==> src/rtl/mem_access_unit.sv <==
// Multi-cycle load/store unit: narrows stores to byte/half lanes, extends loads,
// and runs a req/ack handshake to a word-wide data memory while stalling the CPU.
module mem_access_unit #(
    parameter int unsigned ADDR_W = 32
) (
    input  logic              clk,
    input  logic              rst,
    input  logic              req_valid,
    input  logic [5:0]        opcode,
    input  logic [ADDR_W-1:0] addr,
    input  logic [31:0]       wdata,
    output logic              busy,
    output logic              done,
    output logic [31:0]       rdata,
    output logic              misalign,
    output logic              mem_req,
    output logic              mem_we,
    output logic [ADDR_W-1:0] mem_addr,
    output logic [3:0]        mem_be,
    output logic [31:0]       mem_wdata,
    input  logic              mem_ack,
    input  logic [31:0]       mem_rdata
);

    localparam logic [5:0] OpLb  = 6'b100000;
    localparam logic [5:0] OpLh  = 6'b100001;
    localparam logic [5:0] OpLw  = 6'b100011;
    localparam logic [5:0] OpLbu = 6'b100100;
    localparam logic [5:0] OpLhu = 6'b100101;
    localparam logic [5:0] OpSb  = 6'b101000;
    localparam logic [5:0] OpSh  = 6'b101001;
    localparam logic [5:0] OpSw  = 6'b101011;

    typedef enum logic [1:0] {StIdle, StReq, StErr, StDone} state_e;

    state_e            state_q, state_d;
    logic [5:0]        op_q;
    logic [1:0]        off_q;
    logic              we_q;
    logic [ADDR_W-3:0] waddr_q;
    logic [3:0]        be_q;
    logic [31:0]       wdata_q;
    logic [31:0]       rdata_q;

    logic        legal, is_store, misaligned, accept;
    logic [3:0]  be_d;
    logic [31:0] wdata_d;
    logic [7:0]  lane_byte;
    logic [15:0] lane_half;
    logic [31:0] load_ext;

    // Opcode decode and alignment check for the request being offered in IDLE
    always_comb begin
        legal      = 1'b0;
        is_store   = 1'b0;
        misaligned = 1'b0;
        be_d       = 4'b1111;
        wdata_d    = wdata;
        case (opcode)
            OpLb, OpLbu: legal = 1'b1;
            OpLh, OpLhu: begin
                legal      = 1'b1;
                misaligned = addr[0];
            end
            OpLw: begin
                legal      = 1'b1;
                misaligned = |addr[1:0];
            end
            OpSb: begin
                legal    = 1'b1;
                is_store = 1'b1;
                be_d     = 4'b0001 << addr[1:0];
                wdata_d  = {4{wdata[7:0]}};
            end
            OpSh: begin
                legal      = 1'b1;
                is_store   = 1'b1;
                misaligned = addr[0];
                be_d       = addr[1] ? 4'b1100 : 4'b0011;
                wdata_d    = {2{wdata[15:0]}};
            end
            OpSw: begin
                legal      = 1'b1;
                is_store   = 1'b1;
                misaligned = |addr[1:0];
            end
            default: legal = 1'b0;
        endcase
    end

    always_comb begin
        state_d = state_q;
        accept  = 1'b0;
        unique case (state_q)
            StIdle: begin
                if (req_valid && legal) begin
                    accept  = 1'b1;
                    state_d = misaligned ? StErr : StReq;
                end
            end
            StReq:   if (mem_ack) state_d = StDone;
            StErr:   state_d = StIdle;
            StDone:  state_d = StIdle;
            default: state_d = StIdle;
        endcase
    end

    // Lane extraction of the returned word using the latched offset
    always_comb begin
        unique case (off_q)
            2'd0: lane_byte = mem_rdata[7:0];
            2'd1: lane_byte = mem_rdata[15:8];
            2'd2: lane_byte = mem_rdata[23:16];
            default: lane_byte = mem_rdata[31:24];
        endcase
        lane_half = off_q[1] ? mem_rdata[31:16] : mem_rdata[15:0];
        case (op_q)
            OpLb:    load_ext = {{24{lane_byte[7]}}, lane_byte};
            OpLbu:   load_ext = {24'd0, lane_byte};
            OpLh:    load_ext = {{16{lane_half[15]}}, lane_half};
            OpLhu:   load_ext = {16'd0, lane_half};
            default: load_ext = mem_rdata;
        endcase
    end

    always_ff @(posedge clk or posedge rst) begin
        if (rst) begin
            state_q <= StIdle;
            op_q    <= '0;
            off_q   <= '0;
            we_q    <= 1'b0;
            waddr_q <= '0;
            be_q    <= '0;
            wdata_q <= '0;
            rdata_q <= '0;
        end else begin
            state_q <= state_d;
            if (accept) begin
                op_q    <= opcode;
                off_q   <= addr[1:0];
                we_q    <= is_store;
                waddr_q <= addr[ADDR_W-1:2];
                be_q    <= be_d;
                wdata_q <= wdata_d;
            end
            if (state_q == StReq && mem_ack && !we_q) begin
                rdata_q <= load_ext;
            end
        end
    end

    // All handshake outputs decode directly from the state register
    assign busy      = (state_q != StIdle);
    assign done      = (state_q == StErr) || (state_q == StDone);
    assign misalign  = (state_q == StErr);
    assign mem_req   = (state_q == StReq);
    assign mem_we    = mem_req && we_q;
    assign mem_addr  = {waddr_q, 2'b00};
    assign mem_be    = be_q;
    assign mem_wdata = wdata_q;
    assign rdata     = rdata_q;

endmodule

==> config.mk <==
export PLATFORM = sky130hd
export DESIGN_NAME = mem_access_unit
export DESIGN_NICKNAME = d
export VERILOG_FILES = /design/src/rtl/mem_access_unit.sv
export SDC_FILE = /design/constraint.sdc
export NUM_CORES = 1
export LEC_CHECK = 0
export ABC_AREA = 1
export CAP_MARGIN = 5
export CORE_MARGIN = 3
export CORE_UTILIZATION = 40
export CTS_CLUSTER_SIZE = 24
export DETAILED_ROUTE_END_ITERATION = 7
export PLACE_DENSITY = 0.72
export RECOVER_POWER = 25
export SLEW_MARGIN = 10
export SYNTH_ARGS = -nofsm -noshare
export SYNTH_HDL_FRONTEND = slang
export SYNTH_SLANG_ARGS = --single-unit
==> constraint.sdc <==
create_clock -name clk -period 6.36 [get_ports clk]
set_clock_uncertainty 0.05 [all_clocks]
set_input_delay 1.272 -clock clk [delete_from_list [all_inputs] [get_ports clk]]
set_output_delay 1.272 -clock clk [all_outputs]
set_load 0.01 [all_outputs]
# --- After elaboration in Yosys (flattened, before gate mapping) ---
# Cells that the tools add are included.
# W data, S select, Z words.
op_classes:
  mux: 15
  n_eq_ne: 19
  reduce_logical: 16
  n_shift: 1
ops:
  columns: ["op", "count"]
  rows:
  - ["$pmux W32 S4", 1]
  - ["$eq A6 B6 Y1 const B", 12]
  - ["$pmux W32 S2", 1]
  - ["$pmux W8 S3", 1]
  - ["$mux W16", 1]
  - ["$pmux W4 S2", 1]
  - ["$reduce_or A8 Y1", 1]
  - ["$eq A2 B2 Y1 const B", 3]
  - ["$mux W2", 3]
  - ["$pmux W2 S3", 1]
  - ["$reduce_or A2 Y1", 3]
  - ["$reduce_or A3 Y1", 2]
  - ["$eq A2 B1 Y1 const B", 2]
  - ["$logic_and A1 B1 Y1", 4]
  - ["$logic_not A2 Y1", 2]
  - ["$mux W1", 4]
  - ["$mux W4", 1]
  - ["$shl A1 B2 Y4 const A", 1]
  - ["$ne A2 B1 Y1 const B", 1]
  - ["$ne A2 B2 Y1 const B", 1]
  - ["$pmux W1 S2", 1]
  - ["$reduce_and A2 Y1", 1]
  - ["$reduce_bool A2 Y1", 1]
  - ["$logic_not A1 Y1", 1]
  - ["$logic_or A1 B1 Y1", 1]
word_totals:
  wordCells: 59
  in_bits: 106
  out_inout_bits: 105
  register_bits: 109

# --- Depth between registers and ports, before layout ---
logic_depth:
  depth_word: 6
  ltp_mapped: 10
  mapped_depth_nobuf: 9

# --- Least setup slack after synthesis ---
# No wires, ideal clock.
synth_timing:
  kind: "input to register"
  start: "in opcode[5]"
  end: "reg be_q[0] (netlist: mem_be[0])"
  cell_stages: 9
  arrival_ns: 2.079
  path_slack_ns: 4.114
  n_path_buf: 2
  cell_sequence: "inv_2 > nor2_4 > nand3_1 > nand2_1 > nand3_2 > buf_4 > buf_4 > nand2_1 > nand2_1"
synth_via:
  elab_chain_len: 6
  elab_cells_between_ends: 14
  cone_classes: "eq/ne: 8; mux: 4; reduce/logical: 2"
synth_lines:
  columns: ["item", "line_no", "rtl"]
  rows:
  - ["start, declared", "9", "input logic [5:0] opcode,"]
  - ["$eq A6 B6 Y1", "59", "case (opcode)"]
  - ["$reduce_or A8 Y1 (no source line)", null, null]
  - ["$mux W1", "59", null]
  - ["$logic_and A1 B1 Y1", "96", "if (req_valid && legal) begin"]
  - ["$mux W1", "96", null]
  - ["$mux W1", "94", "unique case (state_q)"]
  - ["end signal, assigned", "133", "be_q <= '0;"]
  - ["end signal, assigned", "143", "be_q <= be_d;"]
  - ["end, declared", "41", "logic [3:0] be_q;"]
# Parallel ways exist; a longest one is shown, timed or not.
# A chain may end at the register's enable or synchronous reset.

# --- Worst setup path in the final report ---
layout_timing:
  start: "in mem_ack"
  end: "reg rdata_q[14] (netlist: rdata[14])"
layout_via:
  elab_chain_len: 2
layout_lines:
  columns: ["item", "line_no", "rtl"]
  rows:
  - ["start, declared", "21", "input logic mem_ack,"]
  - ["$logic_and A1 B1 Y1 (2 in a row)", "146", "if (state_q == StReq && mem_ack && !we_q) begin"]
  - ["end signal, assigned", "147", "rdata_q <= load_ext;"]
  - ["end, declared", "43", "logic [31:0] rdata_q;"]
# Every way passes these cells.

==> metrics <==
clock sink total 109; post-synthesis register bit count 109; P_int 2260 uW; Post-synth EDFFs 0; NetSw 1440 uW; ys async rst share 100%; maximum vdd ir drop 225 uV; min Tclk post-route 4290 ps; Commonest cells post-synth nand2_1 (453), dfrtp_1 (109), inv_1 (88); max-cap violation count 2; ANT nets after route 0; drt total wl 17500 um; Post-Synthesis Cell Area 5990 sq um; die area 16500 sq um; n_diodes 0; fin nets 1155; first-pass GRT wire length 28300 um; global route total overflow 0; Reg power frac 34.8%; Slew @ Worst Pin 2760 ps; # DRC 0; Starting Density 41.0%; GPL Wtd Cong 0.861; Die X 128 um; top cells by area, synth dfrtp_1 (46%), nand2_1 (28%), nand3_1 (5.8%); CTS tree built; register area share after synthesis 45.6%; H-tree depth 3; Fin. Hold Viols 0; Post-Syn Instances 870; crit path DAT 4490 ps; TNS Setup 0 ps; RSZ-0062 raised after global routing false; status complete, but fails checks; Combinational Power Share 48.8%; DR vias/cell 4.69; Gates resized, CTS repair 0; total number of vias 5806; Slew Viols, Final 114; register-to-register setup slack 3020 ps; final worst path period share 67.5%; hold_buf cts 0; final setup vio count 0; area of the core 14600 sq um; Overall Global Routing Usage 21.4%; Clk pwr share 16.4%; P_leak 0.00445 uW; PortBufs 208; DR WL/cell 14.2 um; final std cells w/o fill 1238; post-synthesis average cell area 6.88 sq um; largest net degree at the start of global routing 83; Worst Hold Class register to register; Post-CTS Setup Bufs 0; CP Max Fanout 50; dominant synthesized flop cell dfrtp_1; clock slew at reported path FFs 80 ps; critical path class input port to register; vias in the first global route 5561; cell taking the most area after synthesis dfrtp_1; total CTS buffers 9; Netlist cell types 32; initial antenna violation count 0; Slew HR -85.0%; CP Launch Type input port; Max Clock Freq 233 MHz; Required @ worst endpoint 6560 ps; CP Capture Type register; CTS root buf clkbuf_16; Synth top area share 45.6%; PD cells 444 nW/um^2; failing checks max-capacitance violations, max-slew violations; drt first pass iters 5; top-count cell post-synth nand2_1; synth warn 0; Clock Path Buffers 2; chip height 128 um; Area growth, synth to finish 39.2%; Net Sw Frac 39.0%; Initial DRC Count 402; placed cell count 1222; Ports 211; # fillers 1404; share of post-route cells with drive strength above 1 4.65%; later-pin clock latency in the skew report 350 ps; Cell Rows 44; post-DP HPWL 12300 um
-- power by group through the flow --
stage / Combinational, uW / Sequential (uW) / Clock, uW
floorplan: 885 / 1350 / 0
global placement: 1820 / 1290 / 0
detailed placement: 1840 / 1280 / 0
CTS: 1840 / 1290 / 621
global route: 2020 / 1330 / 650
finish: 1810 / 1290 / 607
-- layer usage --
layer	up-vias	track usage (%)	wire length, um	part of all wire [%]
met5	-	0	0	0
met4	0	6.49	208	1.2
met3	14	5.73	1500	8.6
met2	237	32.1	7690	44
li1	2969	-	-	-
met1	2586	30.3	8130	46
-- layout make-up --
class / instances / area [sq um] / area share [%]
Multi-Input combinational cell: 622 / 2590 / 31.1
Clock inverter: 7 / 93.8 / 1.13
Timing Repair Buffer: 212 / 2110 / 25.3
Inverter: 95 / 358 / 4.29
Tap cell: 184 / 230 / 2.76
Sequential cell: 109 / 2730 / 32.7
Clock buffer: 9 / 225 / 2.70
-- kinds of logic (layout without fill, tap and decap cells) --
logic type,count (synthesis),after routing,share of synthesized area (%)
compound gates,34,34,3.11
flops,109,109,45.6
simple gates,586,586,40.1
other cells,1,2,0.0626
buf+inv,140,323,11.1
-- path summary, 6_finish.rpt --
kind                                         startpoint                   endpoint  depth (start not counted)
worst max-delay path                            mem_ack      rdata[14]$_DFFE_PP0P_                          7
worst min-delay path            waddr_q[14]$_DFFE_PP0P_    waddr_q[14]$_DFFE_PP0P_                          2
worst max register to register   state_q[1]$_DFFE_PP0P_      rdata[14]$_DFFE_PP0P_                          7
worst min register to register  waddr_q[14]$_DFFE_PP0P_    waddr_q[14]$_DFFE_PP0P_                          2
max in group asynchronous                           rst  mem_wdata[14]$_DFFE_PP0P_                          3
min in group asynchronous                           rst      rdata[20]$_DFFE_PP0P_                          2
-- through the flow --
| stage | area, sq um | setup WS [ps] | power [uW] | util (%) | hold WS [ps] |
|---|---|---|---|---|---|
| finish | 8330 | 2070 | 3700 | 57.1 | 427 |
| global placement | 8030 | 2630 | 3110 | 55.0 | 412 |
| floorplan | 5990 | 2160 | 2240 | - | 407 |
| CTS | 8340 | 2880 | 3750 | 57.2 | 437 |
| detailed placement | 8030 | 2510 | 3120 | 55.0 | 414 |
| global route | 8330 | 1760 | 4000 | 57.1 | 454 |
-- sequential cells by signal, summed over array words and instances (netlist names) --
register / count
mem_wdata: 32
rdata: 32
waddr_q: 30
op_q: 6
mem_be: 4
off_q: 2
state_q: 2
we_q: 1
-- critical path, stage by stage --
cell,delay (ps)
dlygate4sd3_1,530
nand3_1,110
nor2_2,90
clkbuf_1,1420
inv_1,760
nand2_1,230
nand2_1,70
-- layout by cell type, fill, tap and decap left out, drive strengths merged, types with 10 or more instances in the layout --
| cell type | netlist | routed |
|---|---|---|
| clkdlybuf4s50 | 0 | 191 |
| nor2 | 38 | 38 |
| nand3 | 71 | 71 |
| inv | 92 | 94 |
| dfrtp | 109 | 109 |
| nand2 | 455 | 455 |
| dlygate4sd3 | 0 | 17 |
| or2 | 17 | 17 |
| o21ai | 15 | 15 |
| clkbuf | 5 | 10 |
No activity file was read; power rests on OpenSTA's default activity.
